### src/rtl/mux2_rr_arbiter.sv
// Two-requester round-robin arbiter: one WIDTH-bit packet channel behind a
// registered output stage, grant held per packet and capped at MAX_BEATS beats.
module mux2_rr_arbiter #(
  parameter int WIDTH     = 8,
  parameter int MAX_BEATS = 16
) (
  input  logic             clk,
  input  logic             rst_n,
  input  logic             a_valid,
  input  logic [WIDTH-1:0] a_data,
  input  logic             a_last,
  output logic             a_ready,
  input  logic             b_valid,
  input  logic [WIDTH-1:0] b_data,
  input  logic             b_last,
  output logic             b_ready,
  output logic             out_valid,
  output logic [WIDTH-1:0] out_data,
  output logic             out_last,
  output logic             out_src,
  input  logic             out_ready,
  output logic [1:0]       grant,
  output logic             err
);

  localparam int CNT_W = $clog2(MAX_BEATS + 1);
  localparam logic [CNT_W-1:0] MAX_CNT = CNT_W'(MAX_BEATS);

  typedef enum logic [1:0] {
    S_IDLE  = 2'd0,
    S_GNT_A = 2'd1,
    S_GNT_B = 2'd2
  } state_t;

  state_t             r_state;
  state_t             w_state_nxt;
  logic               r_prio;        // 0 = A wins a tie, 1 = B wins a tie
  logic               w_prio_nxt;
  logic [CNT_W-1:0]   r_beat_cnt;
  logic [CNT_W-1:0]   w_cnt_inc;
  logic               r_out_valid;
  logic [WIDTH-1:0]   r_out_data;
  logic               r_out_last;
  logic               r_out_src;
  logic               r_err;

  logic               w_space;
  logic               w_sel_b;
  logic               w_granted;
  logic               w_x_valid;
  logic [WIDTH-1:0]   w_x_data;
  logic               w_x_last;
  logic               w_accept;
  logic               w_force;
  logic               w_grant_end;
  logic               w_other_valid;

  // Select-driven 2:1 data path and handshake qualification
  assign w_space       = !r_out_valid || out_ready;
  assign w_sel_b       = (r_state == S_GNT_B);
  assign w_granted     = (r_state != S_IDLE);
  assign w_x_valid     = w_sel_b ? b_valid : a_valid;
  assign w_x_data      = w_sel_b ? b_data  : a_data;
  assign w_x_last      = w_sel_b ? b_last  : a_last;
  assign w_other_valid = w_sel_b ? a_valid : b_valid;

  assign a_ready = (r_state == S_GNT_A) && w_space;
  assign b_ready = (r_state == S_GNT_B) && w_space;

  assign w_accept    = w_granted && w_space && w_x_valid;
  assign w_cnt_inc   = r_beat_cnt + CNT_W'(1);
  assign w_force     = w_accept && (w_cnt_inc == MAX_CNT);
  assign w_grant_end = w_accept && (w_x_last || w_force);

  // Next grant; on grant end the pointer has already moved to the other side,
  // so a waiting other requester takes over with no bubble.
  always_comb begin
    w_state_nxt = r_state;
    w_prio_nxt  = r_prio;
    case (r_state)
      S_IDLE: begin
        if (a_valid && b_valid) w_state_nxt = r_prio ? S_GNT_B : S_GNT_A;
        else if (a_valid)       w_state_nxt = S_GNT_A;
        else if (b_valid)       w_state_nxt = S_GNT_B;
      end
      S_GNT_A, S_GNT_B: begin
        if (w_grant_end) begin
          w_prio_nxt = !w_sel_b;
          if (w_other_valid)  w_state_nxt = w_sel_b ? S_GNT_A : S_GNT_B;
          else if (w_x_valid) w_state_nxt = r_state;
          else                w_state_nxt = S_IDLE;
        end
      end
      default: w_state_nxt = S_IDLE;
    endcase
  end

  // Registered output stage
  always_ff @(posedge clk) begin
    if (!rst_n) begin
      r_state     <= S_IDLE;
      r_prio      <= 1'b0;
      r_beat_cnt  <= '0;
      r_out_valid <= 1'b0;
      r_out_data  <= '0;
      r_out_last  <= 1'b0;
      r_out_src   <= 1'b0;
      r_err       <= 1'b0;
    end else begin
      r_state <= w_state_nxt;
      r_prio  <= w_prio_nxt;
      r_err   <= w_force;
      if (w_grant_end)   r_beat_cnt <= '0;
      else if (w_accept) r_beat_cnt <= w_cnt_inc;
      if (w_accept) begin
        r_out_valid <= 1'b1;
        r_out_data  <= w_x_data;
        r_out_last  <= w_x_last;
        r_out_src   <= w_sel_b;
      end else if (out_ready) begin
        r_out_valid <= 1'b0;
      end
    end
  end

  assign out_valid = r_out_valid;
  assign out_data  = r_out_data;
  assign out_last  = r_out_last;
  assign out_src   = r_out_src;
  assign err       = r_err;
  assign grant     = {r_state == S_GNT_B, r_state == S_GNT_A};

endmodule

### config.mk
export PLATFORM = sky130hd
export DESIGN_NAME = mux2_rr_arbiter
export DESIGN_NICKNAME = d
export VERILOG_FILES = /design/src/rtl/mux2_rr_arbiter.sv
export SDC_FILE = /design/constraint.sdc
export NUM_CORES = 1
export LEC_CHECK = 0
export ABC_AREA = 1
export CAP_MARGIN = 10
export CORE_MARGIN = 1.5
export CORE_UTILIZATION = 39
export DETAILED_ROUTE_END_ITERATION = 10
export PLACE_DENSITY = 0.75
export SLEW_MARGIN = 20
export SYNTH_ARGS = -nofsm -noshare
export SYNTH_HDL_FRONTEND = slang
export SYNTH_SLANG_ARGS = --single-unit
### constraint.sdc
create_clock -name clk -period 1.47 [get_ports clk]
set_clock_uncertainty 0.1 [all_clocks]
set_input_delay 0.147 -clock clk [delete_from_list [all_inputs] [get_ports clk]]
set_output_delay 0.147 -clock clk [all_outputs]
set_load 0.03 [all_outputs]
=== Word-level counts from Yosys, hierarchy flattened ===
Cells that the tools add are included.

* Reduce and logical (&&, ||, !) cells: 18
* Multiplexer cells: 15
* Equality and inequality tests: 6
* Add/subtract/negate cells: 1
* Bitwise operators: 1

{| class="wikitable"
|+ Operators with widths
! kind !! count
|-
| $mux 2 || 8
|-
| $mux 8 || 1
|-
| $logic_and 1x1->1 || 7
|-
| $add 5x1->5 const B || 1
|-
| $eq 5x5->1 const B || 1
|-
| $mux 1 || 5
|-
| $ne 4x4->1 const B || 1
|-
| $pmux 2 s2 || 1
|-
| $reduce_bool 2->1 || 2
|-
| $reduce_or 2->1 || 2
|-
| $ne 3x3->1 const B || 1
|-
| $reduce_and 3->1 || 1
|-
| $eq 2x1->1 const B || 1
|-
| $eq 2x2->1 const B || 1
|-
| $logic_not 1->1 || 2
|-
| $logic_not 2->1 || 1
|-
| $logic_or 1x1->1 || 2
|-
| $ne 2x2->1 const B || 1
|-
| $reduce_and 2->1 || 1
|-
| $not 1->1 || 1
|}

* Output and inout bits: 16
* Flip-flop bits (word level): 20
* Word-level logic and storage cells: 49
* Bits of input ports: 23

=== Depth between registers and ports, before layout ===
Gate-level depths: netlist of the first run.

* Depth after elaboration: 9
* Depth in mapped cells: 13
* Gate-level depth less buffers: 13

=== Least setup slack after synthesis of the first run ===
No wires, ideal clock.

* Path kind: register -> register
* Start point: reg r_state[0]
* End point: reg r_state[0]
* Buffers on the path: 0
* Period minus slack after synthesis: 1.616 ns
* Cell stages (with the launch flop): 14
* Required time: 1.306 ns
* Path slack: -0.146 ns
* Setup time: 0.064 ns
* Arrival time: 1.452 ns
* Cell sequence: dfxtp_1 > inv_1 > ha_1 > inv_2 > nand2_1 > nand2_2 > nand2_4 > nor2_4 > nand2_2 > nand3_2 > nand3_2 > nand2_1 > inv_1 > nor2_1

* Cells in the longest elaborated chain, start to end: 8
* Elaborated cells between the ends (all ways): 21
* Those cells by class: eq/ne (5); mux (7); reduce/logical (9)

{| class="wikitable"
|+ RTL lines
! element !! RTL line !! text
|-
| from (decl) || 35 || <nowiki>state_t r_state;</nowiki>
|-
| from (signal assigned) || 110 || <nowiki>r_state <= w_state_nxt;</nowiki>
|-
| $eq 2x2->1 * || 60 || <nowiki>assign w_sel_b = (r_state == S_GNT_B);</nowiki>
|-
| via w_sel_b || 48 || <nowiki>logic w_sel_b;</nowiki>
|-
| $mux 1 || 62 || <nowiki>assign w_x_valid = w_sel_b ? b_valid : a_valid;</nowiki>
|-
| $logic_and 1x1->1 || 70 || <nowiki>assign w_accept = w_granted && w_space && w_x_valid;</nowiki>
|-
| $logic_and 1x1->1 || 72 || <nowiki>assign w_force = w_accept && (w_cnt_inc == MAX_CNT);</nowiki>
|-
| $logic_or 1x1->1 || 73 || <nowiki>assign w_grant_end = w_accept && (w_x_last || w_force);</nowiki>
|-
| $logic_and 1x1->1 || 73 ||
|-
| $ne 2x2->1 (no line) || -- ||
|-
| $reduce_and 3->1 (no line) || -- ||
|}

Mark *: on every way through the listed nets, which the timed path passes. The rest lies on a longest branch. The select of a mux whose other input is x is not followed.
A chain may end at the register's enable or synchronous reset.

=== Worst setup path after layout of the first run ===
* Start point: reg r_state[0]
* End point: reg r_state[0]

* Cells in the longest elaborated chain, start to end: 8
* Elaborated cells between the ends (all ways): 21
* Those cells by class: eq/ne (5); mux (7); reduce/logical (9)

{| class="wikitable"
|+ RTL lines
! element !! RTL line
|-
| $eq 2x2->1 / $reduce_bool 2->1 (equally long branches) || 60, 80, 61
|-
| $mux 1 / $logic_and 1x1->1 (equally long branches) || 62, 70
|-
| $logic_and 1x1->1 || 70
|-
| $logic_and 1x1->1 || 72
|-
| $logic_or 1x1->1 || 73
|-
| $logic_and 1x1->1 || 73
|-
| $ne 2x2->1 (no line) || --
|-
| $reduce_and 3->1 (no line) || --
|}

Several ways; a longest one is shown, not always the timed one. The select of a mux whose other input is x is not followed.

==> metrics.yaml, run 1 <==
global_route:
  antenna_found_initial: 0
  grt_usage_pct: 18.6
  grt_max_degree: 13
  overflow: 0
  first_global_vias: 1147
  grt_pass1_wl_mm: 4.64
setup_path:
  cpPeakStageDelay_ns: 0.37
  end_kind: "register"
  crit_slowest_cell: "dfxtp_2"
  path_buf_inv: 4
  cp.arrival_ns: 1.76
  path_common_cell: "nand2_4"
  r2r-end: "r_state[0]"
  required_ns: 1.60
  worstReg2RegStart: "r_state[0]"
  crit_family: "simple AND/OR/NAND/NOR gates"
  crit_chain: "inv_4, ha_4, inv_6, nand2_4, nand2_4, nand2_4, inv_4, nand2_2, nand3_4, nand3_2, nand2_1, inv_1, nor2_1"
  worstPathMaxFanout: 5
  critPathKind: "register to register"
  r2r.worst_path.cells: 13
  start_kind: "register"
  r2r_slack_ns: -0.15
clock_network:
  cts_hold_repair.buffers: 0
  cts_tree: "done"
  clock_path_buffers: 2
  clk_pin_slew_ns: 0.10
  clock_sinks: 20
  clkLatencyLatePin_ns: 0.30
  cts-root-buf: "clkbuf_4"
  cts.htree.levels: 1
  cts_made_buffers: 3
worst_hold_path:
  hold_start: "b_data[4]"
  hold_end: "out_data[4]"
  hold_depth: 3
  hold_class: "primary input to register"
placement:
  place_ws_ns: -0.191
  dp_hpwl_mm: 2.24
  place_inst: 236
  place.gp.congestion: 0.846
  numPortBuffers: 38
  post_dp_cell_area_um2: 1610
final_layout:
  final_util_pct: 71.1
  fillers: 206
  finalNonFillerCells: 247
  finalInstanceArea_um2: 1810
  syn2layout_area_growth_pct: 67.4
  n_antenna_cell: 0
  drive_above_1_share_pct: 28.1
  fin_nets: 248
routing:
  viasPerCell: 5.12
  vias: 1264
  drtIter0Drc: 37
  wirelength_mm: 3.16
  drc: 0
  post_drt_wl_per_cell_um: 12.8
  ant_nets: 0
  firstDrtPassIters: 4
yosys:
  netlist_area_um2: 1080
  synth_most_common_cell: "nand2_1"
  syn_inst: 156
  netlist-cell-type-count: 21
  avgSynthCellArea_um2: 6.93
  ys_ff_latch: 20
  synth_ff_type: "dfxtp_1"
  yosys_warnings: 0
  synthTopCellsByCount: "nand2_1, dfxtp_1, inv_1"
  async_reset_ff_share_pct: 0
  ys_seq_area_share_pct: 37.0
  synth_edf_count: 0
  synth_area_leaders: "dfxtp_1, nand2_1, ha_1, inv_1, a31oi_1"
  synth_top_area_share_pct: 37.0
  syn_nets: 185
  synth_area_leader_cell: "dfxtp_1"
timing:
  report.final.slew_viol_count: 0
  worst_pin_slew_ns: 0.313
  slew_headroom_pct: 79.2
  post-route-min-period_ns: 1.62
  timing.final.crit_share_pct: 110
  rsz0062_at_grt: "yes"
  fin_ws_ns: -0.154
  setup_viol: 11
  hold_viol: 0
  fmax_mhz: 616
power_and_ir_drop:
  power.density_nw_per_um2: 1580
  ir_worst_vdd_mv: 1.13
  leakagePower_nw: 0.861
die:
  die_y_um: 55.7
  core_um2: 2540
  std_cell_rows: 18
  io_pins: 39
  start_util_pct: 42.5
  die_x_um: 55.7
  dieArea_um2: 3100
flow_run:
  cap_viol_max_count: 0
status:
  status: "complete, but fails checks"
  violations: "negative setup slack"
## flip-flops by register name, summed over array words and instances, names as in the netlist
name	count
err	1
out_data	8
out_last	1
out_src	1
out_valid	1
r_beat_cnt	5
r_prio	1
r_state	2
## metal layers
layer  vias to the layer above  wire length, µm  part of all wire [%]  global-route usage [%]
met5                         -                0                     0                       0
met4                         0               26                  0.82                    7.32
met3                         4              186                   5.9                    5.12
met2                        49             1640                    52                    33.2
met1                       585             1310                    41                    20.9
li1                        626                -                     -                       -
## report_power, final
group	internal (mW)	switching, mW
Combinational	0.812	1.02
Sequential	0.675	0.0932
Clock	0.0955	0.155
Total	1.58	1.27
## timing repair
action / 4_1_cts / 5_1_grt
endpoints found under the setup margin: 32 / 21
pin swaps: 10 / 8
resized for setup: 23 / 32
setup buffers: 2 / 6
## placed cells by master, fill, tap and decap left out, types with 2 or more instances in the layout
cell type	synthesis	routed
o21ai_2	0	4
nor2_2	0	2
nor2_4	1	2
ha_2	0	2
nand4_1	4	4
a31oi_1	8	8
nor2_1	11	8
inv_4	0	3
buf_8	0	3
nand3_1	7	7
nand2_1	49	48
buf_4	1	22
clkdlybuf4s50_1	0	22
a21oi_1	8	8
inv_1	16	13
buf_6	0	5
nand2_4	1	4
ha_4	0	2
o21ai_1	0	4
dlygate4sd2_1	0	12
clkbuf_4	0	3
dfxtp_1	20	18
ha_1	6	2
## through the flow
stage                     setup TNS, ns  power (mW)  hold WS, ns
after floorplan                 -0.0411        1.68        0.208
after global routing              -2.35        3.03        0.303
final                            -0.975        2.86        0.311
after CTS                        -0.709        2.57        0.306
after detailed placement          -1.83        2.30        0.366
after global placement            -1.30        2.24        0.359
## tightest hold or removal path, stage by stage
cell             delay [ns]
clkdlybuf4s50_1        0.39
nand2_1                0.06
a31oi_1                0.07
## worst max-delay path by stage
stage,start,end,cells after the start
2_1_floorplan,r_state[1],a_ready,4
3_3_place_gp,out_ready,r_state[0],11
3_5_place_dp,out_ready,r_state[1],11
4_1_cts,r_state[0],b_ready,6
5_1_grt,r_state[0],r_beat_cnt[1],9
6_report,r_state[0],r_state[0],13
## logic make-up after synthesis
kind of cell,after synthesis,synth area share (%)
compound gates,27,14.1
xor+xnor,1,0.810
flops,20,37.0
buf+inv,24,9.03
simple gates,78,32.1
fa+ha+maj,6,6.94
## cell type report
class	count	area (µm²)	area share, %
multi-input combinational	112	672	37.1
timing repair buffer	64	592	32.7
sequential	20	405	22.4
inverter	18	80.1	4.43
tap	30	37.5	2.07
clock buffer	3	22.5	1.24
(Power assumes the default switching activity.)
==> run 2, diff against run 1 <==
--- a/config.mk
+++ b/config.mk
@@ -15,3 +15,4 @@
 export SYNTH_ARGS = -nofsm -noshare
 export SYNTH_HDL_FRONTEND = slang
 export SYNTH_SLANG_ARGS = --single-unit
+export TNS_END_PERCENT = 20
==> metrics.yaml, run 2 (synthesized netlist as in run 1, its figures left out) <==
clock_network:
  cts.htree.levels: 1
  clock_sinks: 20
  cts-root-buf: "clkbuf_4"
  clkLatencyLatePin_ns: 0.30
  cts_tree: "done"
  clock_path_buffers: 2
  cts_hold_repair.buffers: 0
  cts_made_buffers: 3
  clk_pin_slew_ns: 0.10
setup_path:
  cp.arrival_ns: 1.76
  start_kind: "register"
  required_ns: 1.61
  end_kind: "register"
  critPathKind: "register to register"
  worstPathMaxFanout: 5
status:
  status: "complete, but fails checks"
  violations: "negative setup slack"
routing:
  vias: 1255
  drc: 0
  ant_nets: 0
  viasPerCell: 5.14
  drtIter0Drc: 35
  wirelength_mm: 3.08
  post_drt_wl_per_cell_um: 12.6
  firstDrtPassIters: 5
power_and_ir_drop:
  power.density_nw_per_um2: 1550
  fin_total_pwr_mw: 2.72
  ir_worst_vdd_mv: 1.01
  leakagePower_nw: 0.836
timing:
  setup_viol: 13
  fmax_mhz: 615
  fin_ws_ns: -0.156
  worst_pin_slew_ns: 0.313
  timing.final.crit_share_pct: 111
  rsz0062_at_grt: "yes"
  slew_headroom_pct: 79.2
  setup_tns_ns: -0.892
  hold_viol: 0
  post-route-min-period_ns: 1.63
  report.final.slew_viol_count: 0
global_route:
  antenna_found_initial: 0
  grt_pass1_wl_mm: 4.64
  grt_max_degree: 13
  overflow: 0
  first_global_vias: 1148
  grt_usage_pct: 18.6
die:
  core_um2: 2540
  std_cell_rows: 18
  die_x_um: 55.7
  start_util_pct: 42.5
  dieArea_um2: 3100
  die_y_um: 55.7
  io_pins: 39
worst_hold_path:
  hold_class: "primary input to register"
final_layout:
  n_antenna_cell: 0
  fin_nets: 245
  finalInstanceArea_um2: 1750
  syn2layout_area_growth_pct: 61.9
  largest_register_ff_count: 8
  drive_above_1_share_pct: 27.1
  layout_common_cells: "nand2_1, buf_4, clkdlybuf4s50_1, dfxtp_1, inv_1"
  layout.cells.most_common: "nand2_1"
placement:
  place.gp.congestion: 0.846
  numPortBuffers: 38
  dp_hpwl_mm: 2.24
  post_dp_cell_area_um2: 1610
flow_run:
  cap_viol_max_count: 0
-- run 2: final timing paths --
path / from / to / slack, ns / cells after the start
hold reg to reg: out_last / out_last / 0.38 / 2
setup / recovery: r_state[0] / r_state[1] / -0.16 / 13
hold / removal: a_data[0] / out_data[0] / 0.31 / 3
setup reg to reg: r_state[0] / r_state[1] / -0.16 / 13
-- run 2: critical path, stage by stage, from the launching register on --
cell,delay (ns)
dfxtp_2,0.36
inv_4,0.05
ha_4,0.17
inv_4,0.07
nand2_4,0.05
nand2_4,0.07
nand2_4,0.07
inv_2,0.09
nand2_2,0.10
nand3_4,0.11
nand3_2,0.08
nand2_1,0.09
inv_1,0.05
nor2_1,0.09
-- run 2: per-stage QoR --
stage                     worst slack (ns)  util (%)  instances  hold WS, ns
final                               -0.156      68.8        244        0.307
after global placement              -0.115      63.4        236        0.359
after CTS                           -0.128      65.5        241        0.306
after floorplan                    -0.0186         -        156        0.208
after global routing                -0.224      68.8        244        0.303
after detailed placement            -0.191      63.4        236        0.366
-- run 2: power by group --
group,leakage (nW),internal (mW),switching [mW]
registers,0.165,0.675,0.0819
logic,0.658,0.718,0.989
clock network,0.0138,0.0957,0.158
total,0.836,1.49,1.23
-- run 2: layout make-up --
type | count | area [µm²]
clock buffer | 3 | 22.5
fill | 221 | 795
inverter | 18 | 75.1
multi-input combinational | 112 | 666
sequential | 20 | 407
tap | 30 | 37.5
timing repair buffer | 61 | 543
-- run 2: metal layers --
metal | global-route usage, % | share of wire (%)
met5 | 0 | 0
met4 | 7.32 | 1.9
met3 | 5.12 | 6.8
met2 | 33.2 | 49
met1 | 20.9 | 42
-- run 2: repair_timing --
item,CTS,global route
pin swaps,8,8
buffers inserted,2,3
cloned,0,0
gates resized for setup,22,16
setup endpoints to repair,32,22
==> patch 1: new RTL, config.mk and constraints of run 1 <==
Set the parameter `WIDTH` to 9 (it was 8).
--- a/src/rtl/mux2_rr_arbiter.sv
+++ b/src/rtl/mux2_rr_arbiter.sv
@@ -1,7 +1,7 @@
 // Two-requester round-robin arbiter: one WIDTH-bit packet channel behind a
 // registered output stage, grant held per packet and capped at MAX_BEATS beats.
 module mux2_rr_arbiter #(
-  parameter int WIDTH     = 8,
+  parameter int WIDTH     = 9,
   parameter int MAX_BEATS = 16
 ) (
   input  logic             clk,
Interface: changed (resized a_data, b_data and out_data); port bits go from 39 to 42. No check against the original RTL was run, so the function may have changed too.
==> patch 1 against run 1 <==
  * Final cell count is 2.8% higher
  * The run still ends with negative setup slack left
  * Power is 1.1% lower
  * Sequential cell count is 1 higher
  * Routed wire length is 5.6% lower
  * Worst setup slack better by 0.044 ns
  * Area after synthesis is 3.1% higher
  * Design area is 0.97% higher
  * Synthesized cell count is 3.2% higher
  * Sequential share of layout area is 0.95 points higher
==> patch 1: results (changes against run 1) <==
| Metric | Value |
|---|---|
| Status | finished, violations left (unchanged) |
| Violated checks | negative setup slack (unchanged) |
| Worst r2r path cells | 11 (was 13) |
| Wire length per cell | 11.7 µm (was 12.8 µm) |
| Top post-synthesis cells by area | dfxtp_1 38%, nand2_1 17%, ha_1 6.7% (was dfxtp_1 37%, nand2_1 17%, ha_1 6.9%) |
| Combinational power | 1.75 mW (was 1.84 mW) |
| Max Fanout on Critical Path | 4 (was 5) |
| Initial drt markers | 27 (was 37) |
| Final non-filler cell total | 254 (was 247) |
| DP Cell Count | 245 (was 236) |
| PortBufs | 41 (was 38) |
| Number of global-route vias before repair | 1188 (was 1147) |
| Share of cells above drive strength 1 | 0.256 (was 0.281) |
| Syn avg cell area | 6.92 µm² (was 6.93 µm²) |
| Met2 Wirelength | 1.56 mm (was 1.64 mm) |
| Worst setup margin | -0.110 ns (was -0.154 ns) |
| Final setup fails | 20 (was 11) |
| Placed inst area | 0.00169 mm² (was 0.00161 mm²) |
| Xor/xnor share of the synthesized area | 0.00786 (was 0.00810) |
| Peak VDD IR | 1.01 mV (was 1.13 mV) |
| Largest net degree at the start of global routing | 14 (was 13) |
| DP Worst Slack | -0.204 ns (was -0.191 ns) |
| Clock Pin Slew Worst Setup and Hold Paths | 0.12 ns (was 0.10 ns) |
| Unique cell type count in the Yosys netlist | 20 (was 21) |
| Sum Neg Setup Slack | -1.03 ns (was -0.975 ns) |
| CP arrival | 1.72 ns (was 1.76 ns) |
| Least-Margin Pin Slew | 0.332 ns (was 0.313 ns) |
| Slowest-stage cell, CP | dfxtp_4 (was dfxtp_2) |
| RD Place Congestion | 0.807 (was 0.846) |
| CP peak stage delay | 0.41 ns (was 0.37 ns) |
| Final Net Count | 255 (was 248) |
| Overall power | 2.82 mW (was 2.86 mW) |
| Post-synthesis sequential area ratio | 0.377 (was 0.370) |
| Met3 Use GR | 0.0507 (was 0.0512) |
| Fill cells | 225 (was 206) |
| GRT Overall Usage | 0.195 (was 0.186) |
| Setup repair bufs after CTS | 4 (was 2) |
| Via Count | 1254 (was 1264) |
| Met2 usage | 0.357 (was 0.332) |
| Adder-Cell Fraction of Synth Area | 0.0673 (was 0.0694) |
| Clock power frac | 0.098 (was 0.088) |
| Post-route cell area | 0.00183 mm² (was 0.00181 mm²) |
| Synth cell count leaders | 51 x nand2_1, 21 x dfxtp_1, 15 x inv_1, 11 x nor2_1, 10 x o21ai_0 (was 49 x nand2_1, 20 x dfxtp_1, 16 x inv_1, 11 x nor2_1, 9 x o21ai_0) |
| Leakage | 0.882 nW (was 0.861 nW) |
| Net Count, Synth | 192 (was 185) |
| Grt met1 use | 0.229 (was 0.209) |
| Min Hold Slack | 0.302 ns (was 0.311 ns) |
| Max reg flops | 9 (was 8) |
| Global-route wire length before repair | 5.05 mm (was 4.64 mm) |
| # resized after CTS | 27 (was 23) |
| Switching share of total power | 0.446 (about the same) |
| Metal3 WL | 158 µm (was 186 µm) |
| Compound-Gate Fraction of Synth Area | 0.144 (was 0.141) |
==> patch 1: cell count changes after synthesis <==
| cell | delta |
|---|---|
| a21oi_1 | +1 |
| inv_1 | -1 |
| dfxtp_1 | +1 |
| a21oi_2 | -1 |
| clkbuf_1 | +1 |
| buf_2 | -1 |
| o21ai_0 | +1 |
| inv_2 | +1 |
| a31oi_1 | +1 |
| nand2_1 | +2 |
==> patch 1: worst paths after layout <==
kind | from | to | slack [ns]
min reg2reg | out_src$_SDFFE_PN0P_ | out_src$_SDFFE_PN0P_ | 0.39
min | a_data[0] | out_data[0]$_SDFFE_PN0P_ | 0.30
max reg2reg | r_state[1]$_SDFFE_PN0P_ | r_state[1]$_SDFFE_PN0P_ | -0.11
max | r_state[1]$_SDFFE_PN0P_ | r_state[1]$_SDFFE_PN0P_ | -0.11
==> patch 1: layout make-up <==
class,count,area share
multi-input combinational,116,0.368
tap,31,0.0212
clock buffer,3,0.0123
inverter,18,0.0411
sequential,21,0.234
timing repair buffer,64,0.321
clock inverter,1,0.00274
==> patch 2: new RTL, config.mk and constraints of run 1 <==
Made on the original files. Register the output `err` once more, cleared by the reset; this adds one clock of latency there. The other outputs are not delayed to match.
--- a/src/rtl/mux2_rr_arbiter.sv
+++ b/src/rtl/mux2_rr_arbiter.sv
@@ -127,7 +127,13 @@
   assign out_data  = r_out_data;
   assign out_last  = r_out_last;
   assign out_src   = r_out_src;
-  assign err       = r_err;
+  always_ff @(posedge clk) begin
+    if (!rst_n) begin
+      err <= '0;
+    end else begin
+      err <= r_err;
+    end
+  end
   assign grant     = {r_state == S_GNT_B, r_state == S_GNT_A};
 
 endmodule
Function: same outputs for any inputs over 10 cycles, from zero or initial values and one cycle with rst_n low; that may be too few to reach the edited logic, so the function may still have changed.
==> patch 2 against run 1 <==
  * The flow still finishes with violations (negative setup slack)
  * Design area decreased by 4.9%
  * Global-route usage decreased by 0.39 points
  * Sequential cell count increased by 1
  * Power decreased by 7.0%
  * Sequential share of layout area increased by 2.5 points
  * Area after synthesis increased by 2.5%
  * Routed wire length decreased by 12%
  * Worst setup slack improved by 0.031 ns
  * Largest power group unchanged
==> patch 2: results (changes against run 1) <==
| Metric | Value |
|---|---|
| Leakage | 0.832 nW (was 0.861 nW) |
| RD Place Congestion | 0.839 (was 0.846) |
| Detailed Place HPWL | 2.08 mm (was 2.24 mm) |
| DR pass1 iterations | 6 (was 4) |
| CP peak stage delay | 0.39 ns (was 0.37 ns) |
| Violated checks | negative setup slack (unchanged) |
| Post-synthesis sequential area ratio | 0.379 (was 0.370) |
| Global-route wire length before repair | 4.63 mm (was 4.64 mm) |
| Top post-synthesis cells by area | dfxtp_1 38%, nand2_1 17%, ha_1 6.8% (was dfxtp_1 37%, nand2_1 17%, ha_1 6.9%) |
| Least-Margin Pin Slew | 0.335 ns (was 0.313 ns) |
| Fill cells | 215 (was 206) |
| Final Net Count | 241 (was 248) |
| Routed WL | 2.77 mm (was 3.16 mm) |
| Largest net degree at the start of global routing | 13 (unchanged) |
| Antenna violations before repair | 0 (unchanged) |
| HP Class | primary input to flop (unchanged) |
| Max-slew violations | 0 (unchanged) |
| Net Count, Synth | 188 (was 185) |
| Clk Tree Root Cell | clkbuf_4 (unchanged) |
| Initial drt markers | 29 (was 37) |
| Unique cell type count in the Yosys netlist | 21 (unchanged) |
| Slowest-stage cell, CP | dfxtp_4 (was dfxtp_2) |
| Placed inst area | 0.00162 mm² (was 0.00161 mm²) |
| Worst setup margin | -0.123 ns (was -0.154 ns) |
| Sum Neg Setup Slack | -0.479 ns (was -0.975 ns) |
| Max Fanout on Critical Path | 4 (was 5) |
| Final setup fails | 15 (was 11) |
| PortBufs | 38 (unchanged) |
| Peak VDD IR | 1.11 mV (was 1.13 mV) |
| # H-tree levels | 1 (unchanged) |
| CP arrival | 1.72 ns (was 1.76 ns) |
| Clock Pin Slew Worst Setup and Hold Paths | 0.12 ns (was 0.10 ns) |
| Yosys warns | 0 (unchanged) |
| GRT Overall Usage | 0.182 (was 0.186) |
| Clock buffer depth | 2 (unchanged) |
| Status | finished, violations left (unchanged) |
| Number of global-route vias before repair | 1095 (was 1147) |
| Synth cell count leaders | 50 x nand2_1, 21 x dfxtp_1, 17 x inv_1, 11 x nor2_1, 9 x o21ai_0 (was 49 x nand2_1, 20 x dfxtp_1, 16 x inv_1, 11 x nor2_1, 9 x o21ai_0) |
| Share of cells above drive strength 1 | 0.227 (was 0.281) |
| Post-synthesis async set-or-reset flop share | 0 (unchanged) |
| CTS buffer count | 3 (unchanged) |
| Via Count | 1169 (was 1264) |
| Max reg flops | 8 (unchanged) |
| Diodes inserted | 0 (unchanged) |
| Clk_lat worst skew | 0.30 ns (about the same) |
## patch 2: cell types whose count changed after synthesis, sizes merged
cell   before  now
nand2      53   54
inv        18   19
dfxtp      20   21
## patch 2: through the flow
step	worst slack (ns)	hold WS (ns)	util	instances
after floorplan	-0.0186	0.185	-	159
after global placement	-0.122	0.294	0.593	237
after detailed placement	-0.197	0.300	0.593	237
after CTS	-0.126	0.290	0.614	242
after global routing	-0.195	0.290	0.629	242
final	-0.123	0.298	0.629	242
## patch 2: logic make-up (layout without fill, tap and decap cells)
family / after synthesis / in the layout / share of synthesized area
buffers and inverters: 25 / 77 / 0.0914
AO/OA/AOI/OAI: 27 / 27 / 0.138
AND/OR/NAND/NOR: 79 / 79 / 0.316
adder cells (fa/ha/maj): 6 / 6 / 0.0677
XOR/XNOR: 1 / 1 / 0.00790
flip-flops: 21 / 21 / 0.379
## patch 2: repair_timing
| action | 4_1_cts | 5_1_grt |
|---|---|---|
| gates resized for setup | 25 | 11 |
| setup buffers | 2 | 0 |
| hold buffers | 0 | 0 |
| endpoints found under the setup margin | 29 | 23 |
| pin swaps | 6 | 4 |
## patch 2: power by group
part / leakage (nW) / total [mW] / internal, mW / switching (mW)
sequential: 0.173 / 0.780 / 0.704 / 0.0761
clock: 0.0150 / 0.280 / 0.106 / 0.174
combinational: 0.644 / 1.60 / 0.661 / 0.935
total: 0.832 / 2.66 / 1.47 / 1.18
## patch 2: final timing paths
kind	from	endpoint	slack [ns]	cells after the start
setup / recovery	r_state[1]$_SDFFE_PN0P_	r_state[1]$_SDFFE_PN0P_	-0.12	11
setup reg to reg	r_state[1]$_SDFFE_PN0P_	r_state[1]$_SDFFE_PN0P_	-0.12	11
hold reg to reg	r_err$_SDFF_PN0_	err$_SDFF_PN0_	0.33	2
hold / removal	a_data[6]	out_data[6]$_SDFFE_PN0P_	0.30	3
## patch 2: layer usage
metal / part of all wire / GRT usage / up-vias
met5: 0 / 0 / -
met4: 0 / 0.0272 / 0
met3: 0.080 / 0.0622 / 0
met2: 0.49 / 0.309 / 40
met1: 0.43 / 0.229 / 513
li1: - / - / 616
## patch 2: final cells by class
cell class / instances / share of cell area
Tap cell: 31 / 0.0225
Sequential cell: 21 / 0.249
Inverter: 19 / 0.0429
Multi-Input combinational cell: 113 / 0.383
Timing Repair Buffer: 54 / 0.287
Clock buffer: 4 / 0.0153
## patch 2: worst max-delay path, delay by kind of cell, from the launching register on
kind / cells / cell delay (ns)
compound gates: 1 / 0.15
buf+inv: 2 / 0.10
flops: 1 / 0.39
fa+ha+maj: 1 / 0.18
simple gates: 7 / 0.62
